$ cat src/rtl/mult_issue_ctrl_pkg.sv
// Shared definitions for the multiplier issue controller: FSM encoding,
// datapath widths and a small operand helper.
package mult_issue_ctrl_pkg;

    localparam int OP_W        = 32;
    localparam int PROD_W      = 64;
    localparam int DEF_DEPTH   = 4;
    localparam int DEF_TAG_W   = 4;
    localparam int DEF_TIMEOUT = 40;

    typedef enum logic [1:0] {
        ST_IDLE    = 2'd0,
        ST_RUN     = 2'd1,
        ST_CAPTURE = 2'd2
    } state_t;

    // A pair with either operand zero has a zero product and skips the core.
    function automatic logic is_zero_pair(input logic [OP_W-1:0] a, input logic [OP_W-1:0] b);
        return (a == {OP_W{1'b0}}) || (b == {OP_W{1'b0}});
    endfunction

endpackage

$ cat src/rtl/mult_issue_ctrl_if.sv
// Bundle of the operand port, the multiplier-core pins and the result port.
// slave is the controller's view, master is the view of its surroundings.
interface mult_issue_ctrl_if #(
    parameter int TAG_W = 4
);
    import mult_issue_ctrl_pkg::*;

    logic              in_valid;
    logic              in_ready;
    logic [OP_W-1:0]   in_mlier;
    logic [OP_W-1:0]   in_mcand;
    logic [TAG_W-1:0]  in_tag;

    logic              mul_start;
    logic [OP_W-1:0]   mul_mlier;
    logic [OP_W-1:0]   mul_mcand;
    logic [PROD_W-1:0] mul_prodt;
    logic              mul_valid;

    logic              out_valid;
    logic              out_ready;
    logic [PROD_W-1:0] out_prodt;
    logic [TAG_W-1:0]  out_tag;
    logic              out_err;

    logic              busy;

    modport slave (
        input  in_valid, in_mlier, in_mcand, in_tag,
        input  mul_prodt, mul_valid,
        input  out_ready,
        output in_ready,
        output mul_start, mul_mlier, mul_mcand,
        output out_valid, out_prodt, out_tag, out_err,
        output busy
    );

    modport master (
        output in_valid, in_mlier, in_mcand, in_tag,
        output mul_prodt, mul_valid,
        output out_ready,
        input  in_ready,
        input  mul_start, mul_mlier, mul_mcand,
        input  out_valid, out_prodt, out_tag, out_err,
        input  busy
    );

endinterface

$ cat src/rtl/mult_issue_ctrl_op_fifo.sv
// Operand FIFO: synchronous, first-word-fall-through head, power-of-two depth.
// Occupancy is tracked with a counter that can express 0..DEPTH.
module mult_op_fifo #(
    parameter int DEPTH = 4,
    parameter int WIDTH = 68
) (
    input  logic             clock,
    input  logic             reset,
    input  logic             push,
    input  logic [WIDTH-1:0] wdata,
    input  logic             pop,
    output logic [WIDTH-1:0] rdata,
    output logic             full,
    output logic             empty
);

    localparam int AW = $clog2(DEPTH);
    localparam int CW = $clog2(DEPTH + 1);

    logic [WIDTH-1:0] mem [DEPTH];
    logic [AW-1:0]    wptr;
    logic [AW-1:0]    rptr;
    logic [CW-1:0]    count;
    logic             do_push;
    logic             do_pop;

    assign full    = (count == CW'(DEPTH));
    assign empty   = (count == {CW{1'b0}});
    assign do_push = push & ~full;
    assign do_pop  = pop & ~empty;
    assign rdata   = mem[rptr];

    // Pointer and occupancy bookkeeping; pointers wrap naturally at DEPTH.
    always_ff @(posedge clock or posedge reset) begin
        if (reset) begin
            wptr  <= {AW{1'b0}};
            rptr  <= {AW{1'b0}};
            count <= {CW{1'b0}};
        end else begin
            if (do_push) begin
                wptr <= wptr + AW'(1);
            end
            if (do_pop) begin
                rptr <= rptr + AW'(1);
            end
            case ({do_push, do_pop})
                2'b10:   count <= count + CW'(1);
                2'b01:   count <= count - CW'(1);
                default: count <= count;
            endcase
        end
    end

    // Storage write; entries are only read once written, so no reset needed.
    always_ff @(posedge clock) begin
        if (do_push) begin
            mem[wptr] <= wdata;
        end
    end

endmodule

$ cat src/rtl/mult_issue_ctrl.sv
// Issue controller for the 32x32 signed shift-add multiplier. Operand pairs
// are queued, zero pairs are answered directly, others are driven into the
// core with start held for the whole operation, and a stuck core is cut off
// after TIMEOUT RUN cycles with an error result.
module mult_issue_ctrl
    import mult_issue_ctrl_pkg::*;
#(
    parameter int DEPTH   = DEF_DEPTH,
    parameter int TAG_W   = DEF_TAG_W,
    parameter int TIMEOUT = DEF_TIMEOUT
) (
    input  logic             clock,
    input  logic             reset,
    mult_issue_ctrl_if.slave bus
);

    localparam int FW    = 2 * OP_W + TAG_W;
    localparam int CNT_W = $clog2(TIMEOUT + 1);

    state_t            state;
    state_t            state_next;

    logic              fifo_push;
    logic              fifo_pop;
    logic [FW-1:0]     fifo_wdata;
    logic [FW-1:0]     fifo_rdata;
    logic              fifo_full;
    logic              fifo_empty;

    logic [TAG_W-1:0]  head_tag;
    logic [OP_W-1:0]   head_mlier;
    logic [OP_W-1:0]   head_mcand;
    logic              head_zero;

    logic [OP_W-1:0]   op_mlier;
    logic [OP_W-1:0]   op_mcand;
    logic [TAG_W-1:0]  op_tag;
    logic [CNT_W-1:0]  cnt;

    logic              res_valid;
    logic [PROD_W-1:0] res_prodt;
    logic [TAG_W-1:0]  res_tag;
    logic              res_err;

    logic              slot_free;
    logic              timeout_hit;
    logic              mul_start_s;
    logic              op_load;
    logic              res_we;
    logic [PROD_W-1:0] res_prodt_d;
    logic [TAG_W-1:0]  res_tag_d;
    logic              res_err_d;

    assign fifo_wdata = {bus.in_tag, bus.in_mlier, bus.in_mcand};
    assign fifo_push  = bus.in_valid & ~fifo_full;
    assign {head_tag, head_mlier, head_mcand} = fifo_rdata;

    mult_op_fifo #(
        .DEPTH (DEPTH),
        .WIDTH (FW)
    ) u_fifo (
        .clock (clock),
        .reset (reset),
        .push  (fifo_push),
        .wdata (fifo_wdata),
        .pop   (fifo_pop),
        .rdata (fifo_rdata),
        .full  (fifo_full),
        .empty (fifo_empty)
    );

    assign head_zero   = is_zero_pair(head_mlier, head_mcand);
    assign slot_free   = ~res_valid | bus.out_ready;
    assign timeout_hit = (cnt == CNT_W'(TIMEOUT - 1));

    // State register.
    always_ff @(posedge clock or posedge reset) begin
        if (reset) begin
            state <= ST_IDLE;
        end else begin
            state <= state_next;
        end
    end

    // Next-state selection.
    always_comb begin
        state_next = state;
        case (state)
            ST_IDLE: begin
                if (!fifo_empty && slot_free && !head_zero) begin
                    state_next = ST_RUN;
                end else begin
                    state_next = ST_IDLE;
                end
            end
            ST_RUN: begin
                if (bus.mul_valid) begin
                    state_next = ST_CAPTURE;
                end else if (timeout_hit) begin
                    state_next = ST_IDLE;
                end else begin
                    state_next = ST_RUN;
                end
            end
            ST_CAPTURE: begin
                if (slot_free) begin
                    state_next = ST_IDLE;
                end else begin
                    state_next = ST_CAPTURE;
                end
            end
            default: state_next = ST_IDLE;
        endcase
    end

    // Per-state strobes: core start, FIFO pop, operand load and result write.
    always_comb begin
        mul_start_s = 1'b0;
        fifo_pop    = 1'b0;
        op_load     = 1'b0;
        res_we      = 1'b0;
        res_prodt_d = {PROD_W{1'b0}};
        res_tag_d   = op_tag;
        res_err_d   = 1'b0;
        case (state)
            ST_IDLE: begin
                if (!fifo_empty && slot_free) begin
                    fifo_pop = 1'b1;
                    if (head_zero) begin
                        res_we    = 1'b1;
                        res_tag_d = head_tag;
                    end else begin
                        op_load = 1'b1;
                    end
                end else begin
                    fifo_pop = 1'b0;
                end
            end
            ST_RUN: begin
                mul_start_s = 1'b1;
                if (!bus.mul_valid && timeout_hit) begin
                    res_we    = 1'b1;
                    res_err_d = 1'b1;
                end else begin
                    res_we = 1'b0;
                end
            end
            ST_CAPTURE: begin
                // The core presents its product one cycle after mul_valid, so
                // start stays high here until the product has been taken.
                mul_start_s = 1'b1;
                if (slot_free) begin
                    res_we      = 1'b1;
                    res_prodt_d = bus.mul_prodt;
                end else begin
                    res_we = 1'b0;
                end
            end
            default: begin
                mul_start_s = 1'b0;
            end
        endcase
    end

    // Operand registers feeding the core, stable for the whole operation.
    always_ff @(posedge clock or posedge reset) begin
        if (reset) begin
            op_mlier <= {OP_W{1'b0}};
            op_mcand <= {OP_W{1'b0}};
            op_tag   <= {TAG_W{1'b0}};
        end else if (op_load) begin
            op_mlier <= head_mlier;
            op_mcand <= head_mcand;
            op_tag   <= head_tag;
        end
    end

    // RUN-cycle counter used for the hung-core timeout.
    always_ff @(posedge clock or posedge reset) begin
        if (reset) begin
            cnt <= {CNT_W{1'b0}};
        end else if (op_load) begin
            cnt <= {CNT_W{1'b0}};
        end else if (state == ST_RUN) begin
            cnt <= cnt + CNT_W'(1);
        end
    end

    // Result register; a same-cycle write takes precedence over acceptance.
    always_ff @(posedge clock or posedge reset) begin
        if (reset) begin
            res_valid <= 1'b0;
            res_prodt <= {PROD_W{1'b0}};
            res_tag   <= {TAG_W{1'b0}};
            res_err   <= 1'b0;
        end else if (res_we) begin
            res_valid <= 1'b1;
            res_prodt <= res_prodt_d;
            res_tag   <= res_tag_d;
            res_err   <= res_err_d;
        end else if (res_valid && bus.out_ready) begin
            res_valid <= 1'b0;
        end
    end

    assign bus.in_ready  = ~fifo_full;
    assign bus.mul_start = mul_start_s;
    assign bus.mul_mlier = op_mlier;
    assign bus.mul_mcand = op_mcand;
    assign bus.out_valid = res_valid;
    assign bus.out_prodt = res_prodt;
    assign bus.out_tag   = res_tag;
    assign bus.out_err   = res_err;
    assign bus.busy      = (state != ST_IDLE) | ~fifo_empty;

endmodule

$ cat src/flat_wrapper.sv
// flat-port wrapper written by rule: the top's interface ports become plain ports
module mult_issue_ctrl_flat import mult_issue_ctrl_pkg::*;
#(
    parameter int DEPTH   = DEF_DEPTH,
    parameter int TAG_W   = DEF_TAG_W,
    parameter int TIMEOUT = DEF_TIMEOUT
)
  (clock, reset, bus_in_valid, bus_in_mlier, bus_in_mcand, bus_in_tag, bus_mul_prodt, bus_mul_valid, bus_out_ready, bus_in_ready, bus_mul_start, bus_mul_mlier, bus_mul_mcand, bus_out_valid, bus_out_prodt, bus_out_tag, bus_out_err, bus_busy);
  mult_issue_ctrl_if #(.TAG_W(TAG_W)) bus_i ();
  input  logic clock;
  input  logic reset;
  input wire logic [$bits(bus_i.in_valid)-1:0] bus_in_valid;
  input wire logic [$bits(bus_i.in_mlier)-1:0] bus_in_mlier;
  input wire logic [$bits(bus_i.in_mcand)-1:0] bus_in_mcand;
  input wire logic [$bits(bus_i.in_tag)-1:0] bus_in_tag;
  input wire logic [$bits(bus_i.mul_prodt)-1:0] bus_mul_prodt;
  input wire logic [$bits(bus_i.mul_valid)-1:0] bus_mul_valid;
  input wire logic [$bits(bus_i.out_ready)-1:0] bus_out_ready;
  output wire logic [$bits(bus_i.in_ready)-1:0] bus_in_ready;
  output wire logic [$bits(bus_i.mul_start)-1:0] bus_mul_start;
  output wire logic [$bits(bus_i.mul_mlier)-1:0] bus_mul_mlier;
  output wire logic [$bits(bus_i.mul_mcand)-1:0] bus_mul_mcand;
  output wire logic [$bits(bus_i.out_valid)-1:0] bus_out_valid;
  output wire logic [$bits(bus_i.out_prodt)-1:0] bus_out_prodt;
  output wire logic [$bits(bus_i.out_tag)-1:0] bus_out_tag;
  output wire logic [$bits(bus_i.out_err)-1:0] bus_out_err;
  output wire logic [$bits(bus_i.busy)-1:0] bus_busy;
  assign bus_i.in_valid = bus_in_valid;
  assign bus_i.in_mlier = bus_in_mlier;
  assign bus_i.in_mcand = bus_in_mcand;
  assign bus_i.in_tag = bus_in_tag;
  assign bus_i.mul_prodt = bus_mul_prodt;
  assign bus_i.mul_valid = bus_mul_valid;
  assign bus_i.out_ready = bus_out_ready;
  assign bus_in_ready = bus_i.in_ready;
  assign bus_mul_start = bus_i.mul_start;
  assign bus_mul_mlier = bus_i.mul_mlier;
  assign bus_mul_mcand = bus_i.mul_mcand;
  assign bus_out_valid = bus_i.out_valid;
  assign bus_out_prodt = bus_i.out_prodt;
  assign bus_out_tag = bus_i.out_tag;
  assign bus_out_err = bus_i.out_err;
  assign bus_busy = bus_i.busy;
  mult_issue_ctrl #(.DEPTH(DEPTH), .TAG_W(TAG_W), .TIMEOUT(TIMEOUT)) u_core (.clock(clock), .reset(reset), .bus(bus_i));
endmodule
$ cat config.mk
export PLATFORM = sky130hd
export DESIGN_NAME = mult_issue_ctrl_flat
export DESIGN_NICKNAME = d
export VERILOG_FILES = /design/src/rtl/mult_issue_ctrl_pkg.sv /design/src/rtl/mult_issue_ctrl_if.sv /design/src/rtl/mult_issue_ctrl_op_fifo.sv /design/src/rtl/mult_issue_ctrl.sv /design/src/flat_wrapper.sv
export SDC_FILE = /design/constraint.sdc
export NUM_CORES = 1
export LEC_CHECK = 0
export BUFFER_PORTS_ARGS = -buffer_cell sky130_fd_sc_hd__buf_4
export CAP_MARGIN = 20
export CORE_MARGIN = 2
export CORE_UTILIZATION = 45
export CTS_BUF_LIST = sky130_fd_sc_hd__clkbuf_4
export DETAILED_ROUTE_END_ITERATION = 8
export PLACE_DENSITY_LB_ADDON = 0.25
export SLEW_MARGIN = 15
export SYNTH_ARGS = -nofsm -noshare
export SYNTH_HDL_FRONTEND = slang
export SYNTH_HIERARCHICAL = 1
export SYNTH_SLANG_ARGS = --single-unit
$ cat constraint.sdc
create_clock -name clock -period 4.02 [get_ports clock]
set_input_delay 0.402 -clock clock [delete_from_list [all_inputs] [get_ports clock]]
set_output_delay 0.402 -clock clock [all_outputs]
set_load 0.05 [all_outputs]
==> results of run 1 <==
==> routing by layer <==
metal  track usage [%]  wire [um]
met1             24.23      15710
met2             34.47      19290
met3             6.309       2719
met4             7.660        794
met5                 0          0
==> kinds of logic after synthesis <==
kind of cell | share of synthesized area (%)
buffers and inverters | 2.722
XOR/XNOR | 0.5823
AND/OR/NAND/NOR | 4.825
flip-flops | 72.50
AO/OA/AOI/OAI | 3.562
adder cells (fa/ha/maj) | 0.8772
multiplexers | 14.93
==> power groups by stage <==
stage	Sequential [W]	Combinational (W)	Clock, W
after CTS	0.00675	0.00819	0.00386
after global routing	0.00688	0.00855	0.00409
after detailed placement	0.00682	0.00808	0
after floorplan	0.00887	0.00372	0
final	0.00674	0.00813	0.00372
after global placement	0.00680	0.00797	0
==> timing repair <==
item | 4_1_cts | 5_1_grt
resized for setup | 0 | 0
hold buffers | 130 | 0
hold endpoints to repair | 368 | 0
==> worst reg2reg max path, delay by kind of cell (launching register included) <==
kind / cells / cell delay [ps]
AOI/OAI and AO/OA: 1 / 390
muxes: 2 / 960
and+or+nand+nor: 3 / 1020
DFF: 1 / 640
buffers and inverters: 2 / 540
==> final cells by class <==
cell class,count,area [um2]
clock buffers,164,1231
flip-flops and latches,425,12000
inverters,24,93.84
multi-input cells,357,4133
diodes,4,10.01
well taps,468,585.6
repair buffers,423,3638
fillers,2749,14520
clock inverters,40,215.2
==> layout by cell type (no fill, tap or decap), types with 2 or more instances in the layout <==
master	instances
a21o_1	65
a21oi_1	2
a222oi_1	4
and2_4	4
buf_12	11
buf_4	282
bufinv_16	2
clkbuf_4	164
clkinv_1	30
clkinv_2	3
clkinvlp_4	2
dfrtp_1	151
dfrtp_4	2
diode_2	4
dlygate4sd3_1	130
edfxtp_1	272
ha_1	9
inv_1	23
inv_2	3
mux2_2	26
mux2_4	39
mux2i_1	6
mux4_2	68
nand2_1	5
nand2b_1	2
nand4_1	6
nor2_1	11
nor2b_1	2
nor3b_1	65
nor4_1	16
xnor2_1	5
xor2_1	6
==> sequential cells by signal, summed over array words and instances, names as in the netlist <==
name                  flops
u_core/bus.mul_mcand     32
u_core/bus.mul_mlier     32
u_core/bus.out_err        1
u_core/bus.out_prodt     64
u_core/bus.out_tag        4
u_core/bus.out_valid      1
u_core/cnt                6
u_core/op_tag             4
u_core/state              2
u_core/u_fifo/count       3
u_core/u_fifo/mem       272
u_core/u_fifo/rptr        2
u_core/u_fifo/wptr        2
==> worst min-delay path by stage <==
stage                                     endpoint  cells after the start  slack [ps]              start
after floorplan             u_core/u_fifo/count[0]                      1         210              reset
after global placement      u_core/u_fifo/count[0]                      2         400              reset
after detailed placement     u_core/u_fifo/rptr[0]                      2         400              reset
after CTS                 u_core/bus.out_prodt[50]                      3           4  bus_mul_prodt[50]
after global routing      u_core/bus.out_prodt[48]                      3          30  bus_mul_prodt[48]
final                     u_core/bus.out_prodt[50]                      3         110  bus_mul_prodt[50]
==> through the flow <==
| stage | util (%) | hold slack [ps] | setup slack [ps] | power, W |
|---|---|---|---|---|
| 2_1_floorplan | - | 205.4 | 1052 | 0.01259 |
| 3_5_place_dp | 52.57 | 403.0 | 352.9 | 0.01489 |
| 6_report | 60.14 | 106.2 | 339.3 | 0.01859 |
| 3_3_place_gp | 52.57 | 399.4 | 357.7 | 0.01477 |
| 5_1_grt | 60.13 | 29.70 | 252.8 | 0.01952 |
| 4_1_cts | 60.11 | 3.630 | 313.9 | 0.01880 |
==> results.md, run 1 <==
- Synth area leaders: edfxtp_1, dfrtp_1, mux4_2, mux2_4, a21o_1
- Slew Viols, Final: 0
- Clock transition at path regs: 60 ps
- Synth Flop Type: edfxtp_1
- Vias in the first global route: 10250
- First-pass GRT wire length: 58720 um
- Number of synthesized flops with an enable pin: 272
- TNS Setup: 0 ps
- Final HPWL DP: 23770 um
- Relative slew margins: 47.65%
- Fin nets: 1486
- CTS H-tree lvls: 3
- VDD IR max: 500.2 uV
- Io pins: 274
- Seq/Total Area, Yosys: 72.50%
- Crit path launch: u_core/u_fifo/rptr[0]
- Unrepaired setup endpoints after global routing: no
- Reg power frac: 36.3%
- Crit Reg-Reg Startpoint: u_core/u_fifo/rptr[0]
- DRC: 0
- Pint: 0.01133 W
- Synthesis Warnings: 6
- Status: finished clean
- Placed cell areas: 19150 um2
- Clock skew: 33.21 ps
- Final hold violation count: 0
- Critical path class: flip-flop to flip-flop
- Tcrit/Tclk final: 91.56%
- Avg Cell Area, Syn: 19.40 um2
- Yosys cell types: 38
- Largest delay contributor family on the critical path: simple AND/OR/NAND/NOR gates
- Worst Path Arrival: 4310 ps
- Critical path's largest stage delay: 640 ps
- Net switching power: 0.007258 W
- Layout Cells excl Fill: 1905
- Layout cells sized above 1: 42.99%
- Placed insts: 1567
- Comb power frac: 43.7%
- CP Capture Type: flip-flop
- Final GP Congestion: 0.7864
- Fin crit period: 3681 ps
- DRT iter0 DRCs: 489
- DRT Pass-1 Iters: 4
- Worst path depth: 8
- Largest net degree at the start of global routing: 84
- RR Endpoint: u_core/bus.mul_mlier[6]
- Syn nets: 1001
- Async SR Flop Fraction: 36.00%
- Syn Std Cell Area: 16550 um2
- PD cells: 848.2 nW/um2
- Yosys top cell area share: 49.36%
- Port bufs: 273
- Initial antenna violation count: 4
- Die Span Y: 195.8 um
- Maximum net fanout on the critical path: 42
- Worst Hold Class: primary input to flip-flop
- Drt wl/cell: 20.22 um
- Post-CTS setup buffers: 0
- Top-count cell post-synth: edfxtp_1
- Reg-to-reg slack, setup: 340 ps
- Reg2Reg Depth: 8
- Worst-path cell chain: buf_12, mux4_2, nor4_1, nand4_1, o22ai_2, nor2_4, buf_12, mux2_4
- Critical Path Sink: u_core/bus.mul_mlier[6]
- Avg Vias per Cell: 5.027
- Crit path max-delay cell type: dfrtp_4
- Synth Register Bits: 425
- Top cell by count, worst path: buf_12
- Gate count of the mapped netlist: 853
- Via Count: 9576
- Pleak: 9.082 nW
- Num CTS Buffers: 107
- CTS tree: done
- FP Rows: 70
- Width of the die: 195.8 um
- Final setup viols: 0
- Synth-to-Final Area Change: 32.43%
- Clk sinks: 425
- Deepest clock path buffer count: 3
- Worst-margin pin slew: 783.6 ps
- Crit path required time: 4650 ps
- Fmax: 271.7 MHz
- Die area: 38320 um2
- Initial Utilization: 45.41%
- Routed wire length: 38520 um
- Clock share of power: 20.0%
- Core area: 36430 um2
- Grt total ovfl: 0
- Setup crit start kind: flip-flop
- Switching Share: 39.05%
- Antenna Nets Post-Route: 0
- Commonest cells in the netlist: edfxtp_1, dfrtp_1, mux4_2
- Clk Latency, worst-skew pair: 770 ps
- Tot GR Track Use: 20.22%
- Crit path buf inv count: 2
- Root buffer cell: clkbuf_4
- Final Cell Area: 21910 um2
- Post-synth top area cell: edfxtp_1
- Max-capacitance violation count: 0
No activity file was read; power rests on OpenSTA's default activity.
==> inputs of run 2 (changes only) <==
Settings changed: RECOVER_POWER set to 25, REMOVE_ABC_BUFFERS set to 1.
==> run 2 against run 1 <==
Net effect:
- core utilization fell by 0.84 points
- cell area is 1.4% lower
- highest routed layer unchanged
- critical endpoint is now u_core/bus.mul_mcand[29]
- clock skew is 32 ps higher
- combinational power is 0.7% lower
- maximum frequency decreased by 0.10%
- largest cell class unchanged
==> results.md, run 2 (synthesis results as in run 1) <==
- PnR worst setup slack: 335.5 ps (-3.772 ps)
- DRT Pass-1 Iters: 5 (+1)
- Setup slack at placement: 356.6 ps (+3.674 ps)
- Relative slew margins: 32.01% (-16 points)
- Slew Viols, Final: 0 (unchanged)
- Grt total ovfl: 0 (unchanged)
- Crit path launch: u_core/u_fifo/rptr[0]
- Tcrit/Tclk final: 91.65% (+0.094 points)
- PD cells: 856.7 nW/um2 (+1.0%)
- Initial antenna violation count: 3 (-1)
- Crit path required time: 4670 ps (+20 ps)
- Critical path's largest stage delay: 560 ps (-80 ps)
- Largest net degree at the start of global routing: 105 (+25%)
- Width of the die: 195.8 um (unchanged)
- Setup crit start kind: flip-flop
- Final hold violation count: 0 (unchanged)
- Pleak: 8.820 nW (-2.9%)
- Worst Path Arrival: 4340 ps (+30 ps)
- Port bufs: 273 (unchanged)
- Tot GR Track Use: 19.94% (-0.28 points)
- Crit Reg-Reg Startpoint: u_core/u_fifo/rptr[0]
- Crit path buf inv count: 2 (unchanged)
- Post-CTS Resized: 0 (unchanged)
- Unrepaired setup endpoints after global routing: no
- Crit path max-delay cell type: mux4_2
- Utilization after layout: 59.30% (-0.84 points)
- Worst Hold Class: primary input to flip-flop
- Clk sinks: 425 (unchanged)
- Routed wire length: 37970 um (-1.4%)
- Fin crit period: 3685 ps (+3.772 ps)
- Root buffer cell: clkbuf_4
- VDD IR max: 600.2 uV (+20%)
- Critical path class: flip-flop to flip-flop
- Via Count: 9644 (+0.71%)
- Largest delay contributor family on the critical path: simple AND/OR/NAND/NOR gates
- Io pins: 274 (unchanged)
- Hold_buf cts: 126 (-3.1%)
- Maximum net fanout on the critical path: 16 (-62%)
- Fmax: 271.4 MHz (-0.10%)
- Core area: 36430 um2 (unchanged)
- CTS H-tree lvls: 3 (unchanged)
- Fin nets: 1482 (-0.27%)
- Antenna Nets Post-Route: 0 (unchanged)
- Synth-to-Final Area Change: 30.58%
- Status: finished clean
- Most frequent cells in the layout: edfxtp_1, buf_4, clkbuf_4, dfrtp_1, dlygate4sd3_1
- Layout cells sized above 1: 38.10% (-4.9 points)
- Avg Vias per Cell: 5.078 (+1.0%)
- Commonest non-fill, non-tap cell in the layout: edfxtp_1
- CP Capture Type: flip-flop
- Max-capacitance violation count: 0 (unchanged)
- Worst min-delay path startpoint: bus_mul_prodt[46]
- Final GP Congestion: 0.7350 (-6.5%)
- Clk Latency, worst-skew pair: 800 ps (+30 ps)
- Die area: 38320 um2 (unchanged)
- Vias in the first global route: 10450 (+2.0%)
- Final setup viols: 0 (unchanged)
- Drt wl/cell: 20.00 um (-1.1%)
- Die Span Y: 195.8 um (unchanged)
- FP Rows: 70 (unchanged)
- Clock skew: 65.62 ps (+32.41 ps)
- Deepest clock path buffer count: 3 (unchanged)
- Initial Utilization: 45.41% (unchanged)
- Register bank with the most flops: u_core/u_fifo/mem
- Worst-margin pin slew: 1020 ps (+236.3 ps)
- First-pass GRT wire length: 58200 um (-0.88%)
- CTS tree: done
- DRT iter0 DRCs: 450 (-8.0%)
- Top cell by count, worst path: buf_4
- DRC: 0 (unchanged)
- Worst-path cell chain: buf_4, mux4_2, nor4_1, nand4_1, o22ai_2, nor2_4, buf_4, mux2_4
- Clock transition at path regs: 70 ps (about the same)
- Final HPWL DP: 23170 um (-2.5%)
- Post-CTS setup buffers: 0 (unchanged)
- Num CTS Buffers: 107 (unchanged)
- Max reg flops: 272 (unchanged)
run 2: changes by cell type in the layout (fill, tap and decap cells not counted), sizes merged:
cell,delta
buf,-65
clkbuf,+56
clkinv,+9
dlygate4sd3,-4
clkinvlp,-2
bufinv,+1
diode,-1
run 2: final timing paths:
kind                                            end  slack (ps)  cells after the start
max                        u_core/bus.mul_mcand[29]         340                      8
min                        u_core/bus.out_prodt[46]          80                      3
max reg2reg                u_core/bus.mul_mcand[29]         340                      8
min reg2reg                u_core/bus.out_prodt[62]         470                      1
max in group asynchronous   u_core/bus.mul_mlier[7]        2780                      4
min in group asynchronous     u_core/u_fifo/rptr[0]         160                      3
run 2: power by group:
group / switching (W) / internal [W]
combinational: 0.00484 / 0.00323
clock: 0.00171 / 0.00198
sequential: 0.000687 / 0.00606
total: 0.00723 / 0.0113
run 2: layer usage:
layer  GRT usage (%)  up-vias  wire length, um
li1                -     4376                -
met1           25.10     4861            16070
met2           33.53      358            18620
met3           5.192       49             2543
met4           7.351        0              736
met5               0        -                0
run 2: per-stage QoR:
stage                     setup TNS [ps]  instances  total power, W  hold slack [ps]  area, um2
after floorplan                  -530160        806         0.01234            205.4      16190
after global placement                 0       1566         0.01475            415.5      19120
after detailed placement               0       1567         0.01489            418.3      19140
after CTS                              0       1896         0.01877            5.409      21840
after global routing                   0       1898         0.01945            30.26      21600
final                                  0       1899         0.01851            81.42      21610
run 2: tightest hold or removal path: cells and delay by family:
family          cells  cell delay (ps)
simple gates        1              190
buf+inv             1               80
compound gates      1              110
run 2: layout make-up:
type / count / area, um2
antenna: 3 / 7.507
clock buffer: 155 / 1164
tap: 468 / 585.6
fill: 2812 / 14830
inverter: 24 / 95.09
clock inverter: 48 / 275.3
sequential: 425 / 12000
timing repair buffer: 419 / 3342
multi-input combinational: 357 / 4133
